==> src/rtl/safe_access_arbiter_if.sv <==
// Requester, response and safe-side signals of the safe access arbiter.
// The arbiter connects through the slave modport.
interface safe_access_arbiter_if;
    logic        req0_valid;
    logic [15:0] req0_pin;
    logic        req0_ready;
    logic        req1_valid;
    logic [15:0] req1_pin;
    logic        req1_ready;
    logic        rsp_valid;
    logic        rsp_id;
    logic        rsp_ok;
    logic        safe_reset;
    logic [3:0]  safe_din;
    logic        safe_din_valid;
    logic        safe_unlocked;
    logic        busy;
    logic        lockout;

    modport master (
        output req0_valid, req0_pin, req1_valid, req1_pin, safe_unlocked,
        input  req0_ready, req1_ready, rsp_valid, rsp_id, rsp_ok,
               safe_reset, safe_din, safe_din_valid, busy, lockout
    );

    modport slave (
        input  req0_valid, req0_pin, req1_valid, req1_pin, safe_unlocked,
        output req0_ready, req1_ready, rsp_valid, rsp_id, rsp_ok,
               safe_reset, safe_din, safe_din_valid, busy, lockout
    );
endinterface

==> src/rtl/safe_access_arbiter.sv <==
// Arbitrates two PIN requesters onto a digit-serial safe: resets the safe, sends
// four digits, samples unlocked, responds; backs off or locks out on failures.
module safe_access_arbiter #(
    parameter int unsigned RST_CYCLES    = 2,
    parameter int unsigned SETTLE_CYCLES = 1,
    parameter int unsigned COOLDOWN      = 8,
    parameter int unsigned MAX_FAILS     = 3
) (
    input  logic                 clk,
    input  logic                 reset,
    safe_access_arbiter_if.slave bus
);
    typedef enum logic [2:0] {IDLE, SRST, DIGIT, SETTLE, CHECK, COOL, LOCKOUT} state_t;

    state_t      state, state_d;
    logic [7:0]  cnt, cnt_d;
    logic [1:0]  dig, dig_d;
    logic [3:0]  fail, fail_d, fail_inc;
    logic        last, last_d;
    logic [15:0] pin, pin_d;
    logic        id, id_d;
    logic        rsp_valid_q, rsp_valid_d;
    logic        rsp_id_q, rsp_id_d;
    logic        rsp_ok_q, rsp_ok_d;
    logic        grant0, grant1;

    always_ff @(posedge clk) begin
        if (reset) begin
            state       <= IDLE;
            cnt         <= '0;
            dig         <= '0;
            fail        <= '0;
            last        <= 1'b1;
            pin         <= '0;
            id          <= 1'b0;
            rsp_valid_q <= 1'b0;
            rsp_id_q    <= 1'b0;
            rsp_ok_q    <= 1'b0;
        end else begin
            state       <= state_d;
            cnt         <= cnt_d;
            dig         <= dig_d;
            fail        <= fail_d;
            last        <= last_d;
            pin         <= pin_d;
            id          <= id_d;
            rsp_valid_q <= rsp_valid_d;
            rsp_id_q    <= rsp_id_d;
            rsp_ok_q    <= rsp_ok_d;
        end
    end

    assign fail_inc = (fail == '1) ? fail : fail + 4'd1;

    always_comb begin
        state_d     = state;
        cnt_d       = cnt;
        dig_d       = dig;
        fail_d      = fail;
        last_d      = last;
        pin_d       = pin;
        id_d        = id;
        rsp_valid_d = 1'b0;
        rsp_id_d    = 1'b0;
        rsp_ok_d    = 1'b0;
        grant0      = 1'b0;
        grant1      = 1'b0;
        case (state)
            IDLE: begin
                // On a tie the requester not served last wins (last=1 favours req0).
                if (!reset) begin
                    if (bus.req0_valid && (!bus.req1_valid || last)) grant0 = 1'b1;
                    else if (bus.req1_valid)                         grant1 = 1'b1;
                end
                if (grant0 || grant1) begin
                    pin_d   = grant0 ? bus.req0_pin : bus.req1_pin;
                    id_d    = grant1;
                    last_d  = grant1;
                    cnt_d   = 8'(RST_CYCLES - 1);
                    state_d = SRST;
                end
            end
            SRST: begin
                if (cnt == '0) begin
                    dig_d   = '0;
                    state_d = DIGIT;
                end else begin
                    cnt_d = cnt - 8'd1;
                end
            end
            DIGIT: begin
                if (dig == 2'd3) begin
                    if (SETTLE_CYCLES == 0) begin
                        state_d = CHECK;
                    end else begin
                        cnt_d   = 8'(SETTLE_CYCLES - 1);
                        state_d = SETTLE;
                    end
                end else begin
                    dig_d = dig + 2'd1;
                end
            end
            SETTLE: begin
                if (cnt == '0) state_d = CHECK;
                else           cnt_d   = cnt - 8'd1;
            end
            CHECK: begin
                rsp_valid_d = 1'b1;
                rsp_id_d    = id;
                rsp_ok_d    = bus.safe_unlocked;
                if (bus.safe_unlocked) begin
                    fail_d  = '0;
                    state_d = IDLE;
                end else begin
                    fail_d = fail_inc;
                    if (MAX_FAILS != 0 && fail_inc >= 4'(MAX_FAILS)) begin
                        state_d = LOCKOUT;
                    end else if (COOLDOWN == 0) begin
                        state_d = IDLE;
                    end else begin
                        cnt_d   = 8'(COOLDOWN - 1);
                        state_d = COOL;
                    end
                end
            end
            COOL: begin
                if (cnt == '0) state_d = IDLE;
                else           cnt_d   = cnt - 8'd1;
            end
            LOCKOUT: state_d = LOCKOUT;
            default: state_d = IDLE;
        endcase
    end

    assign bus.req0_ready     = grant0;
    assign bus.req1_ready     = grant1;
    assign bus.rsp_valid      = rsp_valid_q;
    assign bus.rsp_id         = rsp_id_q;
    assign bus.rsp_ok         = rsp_ok_q;
    assign bus.busy           = (state != IDLE);
    assign bus.lockout        = (state == LOCKOUT);
    assign bus.safe_reset     = !(state == DIGIT || state == SETTLE || state == CHECK);
    assign bus.safe_din_valid = (state == DIGIT);

    always_comb begin
        bus.safe_din = '0;
        if (state == DIGIT) begin
            case (dig)
                2'd0:    bus.safe_din = pin[15:12];
                2'd1:    bus.safe_din = pin[11:8];
                2'd2:    bus.safe_din = pin[7:4];
                default: bus.safe_din = pin[3:0];
            endcase
        end
    end
endmodule

==> src/flat_wrapper.sv <==
// flat-port wrapper written by rule: the top's interface ports become plain ports
module safe_access_arbiter_flat 
#(
    parameter int unsigned RST_CYCLES    = 2,
    parameter int unsigned SETTLE_CYCLES = 1,
    parameter int unsigned COOLDOWN      = 8,
    parameter int unsigned MAX_FAILS     = 3
)
  (clk, reset, bus_req0_valid, bus_req0_pin, bus_req1_valid, bus_req1_pin, bus_safe_unlocked, bus_req0_ready, bus_req1_ready, bus_rsp_valid, bus_rsp_id, bus_rsp_ok, bus_safe_reset, bus_safe_din, bus_safe_din_valid, bus_busy, bus_lockout);
  safe_access_arbiter_if bus_i ();
  input  logic clk;
  input  logic reset;
  input wire logic [$bits(bus_i.req0_valid)-1:0] bus_req0_valid;
  input wire logic [$bits(bus_i.req0_pin)-1:0] bus_req0_pin;
  input wire logic [$bits(bus_i.req1_valid)-1:0] bus_req1_valid;
  input wire logic [$bits(bus_i.req1_pin)-1:0] bus_req1_pin;
  input wire logic [$bits(bus_i.safe_unlocked)-1:0] bus_safe_unlocked;
  output wire logic [$bits(bus_i.req0_ready)-1:0] bus_req0_ready;
  output wire logic [$bits(bus_i.req1_ready)-1:0] bus_req1_ready;
  output wire logic [$bits(bus_i.rsp_valid)-1:0] bus_rsp_valid;
  output wire logic [$bits(bus_i.rsp_id)-1:0] bus_rsp_id;
  output wire logic [$bits(bus_i.rsp_ok)-1:0] bus_rsp_ok;
  output wire logic [$bits(bus_i.safe_reset)-1:0] bus_safe_reset;
  output wire logic [$bits(bus_i.safe_din)-1:0] bus_safe_din;
  output wire logic [$bits(bus_i.safe_din_valid)-1:0] bus_safe_din_valid;
  output wire logic [$bits(bus_i.busy)-1:0] bus_busy;
  output wire logic [$bits(bus_i.lockout)-1:0] bus_lockout;
  assign bus_i.req0_valid = bus_req0_valid;
  assign bus_i.req0_pin = bus_req0_pin;
  assign bus_i.req1_valid = bus_req1_valid;
  assign bus_i.req1_pin = bus_req1_pin;
  assign bus_i.safe_unlocked = bus_safe_unlocked;
  assign bus_req0_ready = bus_i.req0_ready;
  assign bus_req1_ready = bus_i.req1_ready;
  assign bus_rsp_valid = bus_i.rsp_valid;
  assign bus_rsp_id = bus_i.rsp_id;
  assign bus_rsp_ok = bus_i.rsp_ok;
  assign bus_safe_reset = bus_i.safe_reset;
  assign bus_safe_din = bus_i.safe_din;
  assign bus_safe_din_valid = bus_i.safe_din_valid;
  assign bus_busy = bus_i.busy;
  assign bus_lockout = bus_i.lockout;
  safe_access_arbiter #(.RST_CYCLES(RST_CYCLES), .SETTLE_CYCLES(SETTLE_CYCLES), .COOLDOWN(COOLDOWN), .MAX_FAILS(MAX_FAILS)) u_core (.clk(clk), .reset(reset), .bus(bus_i));
endmodule
==> config.mk <==
export PLATFORM = sky130hd
export DESIGN_NAME = safe_access_arbiter_flat
export DESIGN_NICKNAME = d
export VERILOG_FILES = /design/src/rtl/safe_access_arbiter_if.sv /design/src/rtl/safe_access_arbiter.sv /design/src/flat_wrapper.sv
export SDC_FILE = /design/constraint.sdc
export NUM_CORES = 1
export LEC_CHECK = 0
export ABC_AREA = 1
export BUFFER_PORTS_ARGS = -buffer_cell sky130_fd_sc_hd__buf_2
export CORE_ASPECT_RATIO = 0.5
export CORE_MARGIN = 5
export CORE_UTILIZATION = 57
export CTS_CLUSTER_DIAMETER = 40
export DETAILED_ROUTE_END_ITERATION = 16
export HOLD_SLACK_MARGIN = 0.15
export MAX_ROUTING_LAYER = met4
export PLACE_DENSITY = 0.84
export SLEW_MARGIN = 20
export SYNTH_ARGS = -nofsm -noshare
export SYNTH_HDL_FRONTEND = slang
export SYNTH_SLANG_ARGS = --single-unit
==> constraint.sdc <==
create_clock -name clk -period 3.5 [get_ports clk]
set_input_delay 0.35 -clock clk [delete_from_list [all_inputs] [get_ports clk]]
set_output_delay 0.35 -clock clk [all_outputs]
set_load 0.02 [all_outputs]
# [Yosys cells after proc, flatten, opt, wreduce, memory -nomap -nowiden]
# Index checks and enable logic that the tools add are counted.
[classes] addsub=3 n_lt_le_gt_ge=1 eq_ne=19 muxes=32 n_bitwise=1 n_reduce_logical=19
[ops] cell="$mux W8" count=5
[ops] cell="$pmux W8 S4" count=1
[ops] cell="$pmux W3 S7" count=1
[ops] cell="$mux W3" count=6
[ops] cell="$mux W16" count=1
[ops] cell="$mux W4" count=3
[ops] cell="$pmux W4 S3" count=1
[ops] cell="$mux W1" count=10
[ops] cell="$ne A2 B1 Y1 const B" count=5
[ops] cell="$eq A3 B3 Y1 const B" count=3
[ops] cell="$logic_not A8 Y1" count=1
[ops] cell="$ne A2 B2 Y1 const B" count=4
[ops] cell="$sub A8 B1 Y8 const B" count=1
[ops] cell="$eq A3 B2 Y1 const B" count=2
[ops] cell="$mux W2" count=3
[ops] cell="$reduce_and A6 Y1" count=1
[ops] cell="$reduce_and A5 Y1" count=1
[ops] cell="$add A4 B1 Y4 const B" count=1
[ops] cell="$eq A2 B2 Y1 const B" count=2
[ops] cell="$eq A4 B4 Y1 const B" count=1
[ops] cell="$ge A4 B2 Y1 const B" count=1
[ops] cell="$logic_or A1 B1 Y1" count=4
[ops] cell="$pmux W2 S2" count=1
[ops] cell="$reduce_bool A4 Y1" count=1
[ops] cell="other kinds (14)" count=15
[word_totals] register_bits=38 output_inout_bits=13 elab_cells=85

# [Depth between registers and ports, before layout]
[logic_depth] depth_word=9 mapped_depth=11 depth_no_buf=11

# [Least setup slack after synthesis]
# Ideal clock, no wire load.
[synth_path] kind="register -> output" from="reg u_core.state[1]" to="out bus_safe_din[0]" arrival_ns=1.325 required_ns=3.150 setup_slack_ns=1.825 path_stages_with_launch=7 path_buffers=0 cell_sequence="dfxtp_1 -> inv_2 -> nor2_2 -> nand2_2 -> nor2_4 -> inv_2 -> o21ai_0"
[synth_via] elab_chain_cells=2
[synth_lines] element="start: declaration" line="safe_access_arbiter.sv:15" text="state_t state, state_d;"
[synth_lines] element="start signal: assignment" line="safe_access_arbiter.sv:40" text="state <= state_d;"
[synth_lines] element="$eq A3 B2 Y1" line="safe_access_arbiter.sv:147" text="if (state == DIGIT) begin"
[synth_lines] element="$mux W4" line="safe_access_arbiter.sv:147"
[synth_lines] element="end: declaration" line="flat_wrapper.sv:24" text="output wire logic [$bits(bus_i.safe_din)-1:0] bus_safe_din;"
# No other way between the ends.

# [Worst setup path in the final report]
[layout_path] from="reg u_core.last" to="reg u_core.cnt[3]"
[layout_via] elab_chain_cells=8 elab_cells_between_ends=11
[layout_lines] element="start: declaration" line="safe_access_arbiter.sv:19" text="logic last, last_d;"
[layout_lines] element="start signal: assignment" line="safe_access_arbiter.sv:44" text="last <= last_d;"
[layout_lines] element="$logic_or A1 B1 Y1 *" line="safe_access_arbiter.sv:72" text="if (bus.req0_valid && (!bus.req1_valid || last)) grant0 = 1'b1;"
[layout_lines] element="$logic_and A1 B1 Y1 *" line="safe_access_arbiter.sv:72"
[layout_lines] element="$mux W1" line="safe_access_arbiter.sv:72"
[layout_lines] element="$mux W1" line="safe_access_arbiter.sv:71" text="if (!reset) begin"
[layout_lines] element="$mux W1" line="safe_access_arbiter.sv:68" text="case (state)"
[layout_lines] element="$logic_or A1 B1 Y1 *" line="safe_access_arbiter.sv:75" text="if (grant0 || grant1) begin"
[layout_lines] element="$ne A2 B1 Y1 (no line) *"
[layout_lines] element="$reduce_and A6 Y1 (no line) *"
[layout_lines] element="end signal: assignment" line="safe_access_arbiter.sv:41" text="cnt <= cnt_d;"
[layout_lines] element="end: declaration" line="safe_access_arbiter.sv:16" text="logic [7:0] cnt, cnt_d;"
# Every way passes the cells marked *; elsewhere a longest branch is shown, timed or not. The select of a mux whose other input is x is not followed.
# A chain may end at the register's enable or synchronous reset.

==> run summary <==
Largest net degree at the start of global routing - 38
First-pass GRT wire length - 8880 um
Die W - 96.4 um
Ranking of synthesized cells by area - dfxtp_1 36%, nand2_1 11%, nand4_1 5.6%
Slew HR - 56.6%
Reg clk slew, reported paths - 0.08 ns
Clk Latency, worst-skew pair - 0.30 ns
H-tree Lvls - 2
Most frequent cell after synthesis - nand2_1
Total GRT Usage - 22.9%
RePlAce Congestion - 0.815
GRT busiest layer - met2
GR Util met3 - 5.26%
Syn avg cell area - 6.96 sq um
Area of the mapped netlist - 2130 sq um
Initial Util - 60.6%
CTS buffer count - 5
Share of the synthesized area in the top cell type - 35.7%
Max Clock Freq - 0.475 GHz
Setup TNS - 0 ns
Fin. Hold Viols - 0
Post-route ant nets - 0
Flop2flop setup slack - 1.40 ns
Grt total ovfl - 0
Syn nets - 350
CP Max Fanout - 19
Routed Wire Length - 5180 um
CP startpoint kind - register
Ys async rst share - 0%
Maximum vdd ir drop - 0.338 mV
Final Cell Area - 2480 sq um
Post-detail-place hpwl - 3640 um
Setup CP Type - register to register
Yosys warns - 0
Row cnt - 15
Post-CTS resize count - 0
Cts hold-fix bufs - 0
Power per cell area - 735 nW/um^2
Overall power - 0.00182 W
RSZ-0062 raised after global routing - false
Sequential fraction of the synthesis area - 35.7%
Via density - 5.66
Cell variety after synth - 30
Die ar. - 5130 sq um
Final nets - 391
Ant diodes - 0
Post-CTS Setup Bufs - 0
Most used DFF post-synth - dfxtp_1
Slew of the pin with the lowest slew margin - 0.650 ns
Dpl cell area - 2370 sq um
Clk sinks - 38
Chip Height - 53.2 um
Clk_skew - 0.00878 ns
Area growth, synth to finish - 16.6%
CP Capture Point - u_core.cnt[3]
TritonCTS clock tree - yes
Core area - 3510 sq um
Commonest cells post-synth - 65 x nand2_1, 38 x dfxtp_1, 26 x nor2_1
Synth Instances - 306
Hold WC Path Type - primary input to register
Clock Path Buffers - 2
CP required - 3.68 ns
FF-to-FF path depth - 9
Initial antenna violation count - 0
WP data arrival - 2.28 ns
Share of layout cells above drive strength 1 - 20.4%
Met2 usage - 38.9%
Fin crit share - 60.1%
Root Driver - clkbuf_8
Vias in the first global route - 2004
Final slew viol count - 0
Ports - 50
Buffers added on ports - 49
Run status - finished clean
# DRC - 0
Crit path from - u_core.last
Static leakage - 1.14 nW
Vias - 2260
M1 GR Usage - 27.1%
Crit. End Element - register
Crit path time final - 2.10 ns
Top cell type by total area after synthesis - dfxtp_1
Final setup violating endpoints - 0
Flops & latches, synth - 38
Post-DR wirelength/cell - 13.0 um
Max-Cap Viols - 0
Initial drt markers - 95
Critical register-to-register path startpoint - u_core.last
Pre-Repair DR Iteration Count - 4
Post-synth EDFFs - 0
Worst r2r dst - u_core.cnt[3]
Final core occ - 70.7%
critical path: stages (launching register included):
cell     delay, ns
dfxtp_1       0.32
inv_1         0.06
nand2_2       0.29
nand3_4       0.30
nand3_1       0.20
nand2_2       0.07
nor2_2        0.32
nand2_1       0.25
nand2_1       0.11
a21oi_1       0.07
layer usage:
metal	vias up	share of wire, %
met4	0	1.2
met2	87	48
met3	11	6.2
li1	1133	-
met1	1029	44
met5	-	0
sequential cells by signal, summed over array words and instances, names as in the netlist:
name,cells
u_core.id,1
u_core.state,3
u_core.bus.rsp_ok,1
u_core.bus.rsp_valid,1
u_core.last,1
u_core.bus.rsp_id,1
u_core.fail,4
u_core.dig,2
u_core.pin,16
u_core.cnt,8
where the power goes:
part,switching [W],internal [W],total [W]
logic,0.000538,0.000278,0.000816
clock network,0.000165,0.000210,0.000374
registers,0.0000928,0.000542,0.000635
total,0.000795,0.00103,0.00182
metrics by stage:
step,cells,hold slack (ns),worst slack [ns]
after floorplan,306,0.424,1.83
after global placement,391,0.439,1.27
after detailed placement,391,0.437,1.11
after CTS,399,0.303,1.18
after global routing,399,0.314,1.18
final,399,0.307,1.40
cells in the final DEF (no fill, tap or decap):
cell type,synthesis,final
inv_1,22,22
ha_1,7,7
clkinv_2,0,2
nand2_1,65,65
nor2_1,26,26
nand2_2,3,3
o211ai_1,1,1
nor3_1,7,7
bufinv_16,0,1
clkbuf_8,0,5
nor3b_1,1,1
nor3_2,1,1
nand3_4,1,1
o31ai_1,1,1
nand3_2,1,1
xor2_1,3,3
dfxtp_1,38,38
a21oi_1,22,22
a31oi_1,17,17
o21ai_1,1,1
buf_2,9,49
nand4_1,19,19
nand3_1,19,19
buf_4,0,1
nor2_2,2,2
inv_2,3,3
nand3b_1,1,1
a22o_1,4,4
a21oi_4,0,1
o21ai_0,23,23
nor2_4,1,1
worst min-delay path by stage:
stage,start,endpoint,cells after the start
6_report,bus_req1_pin[9],u_core.pin[9],3
5_1_grt,bus_req1_pin[13],u_core.pin[13],3
4_1_cts,bus_safe_unlocked,u_core.bus.rsp_ok,3
3_5_place_dp,u_core.id,u_core.bus.rsp_id,2
3_3_place_gp,u_core.id,u_core.bus.rsp_id,2
2_1_floorplan,u_core.id,u_core.bus.rsp_id,2
final cells by class:
cell class,count,area (sq um)
clock buffer,5,68.8
clock inverter,3,40.0
fill,287,1030
inverter,25,93.8
multi-input combinational,227,1200
sequential,38,761
tap,51,63.8
timing repair buffer,50,253
cell families (layout without fill, tap and decap cells):
group                    after synthesis  count (layout)  share of synthesized area [%]
AND/OR/NAND/NOR                      147             147                           32.2
flip-flops                            38              38                           35.7
adder cells (fa/ha/maj)                7               7                           4.12
AO/OA/AOI/OAI                         70              70                           18.6
XOR/XNOR                               3               3                           1.23
buffers and inverters                 41              83                           8.11
(Power assumes the default switching activity.)
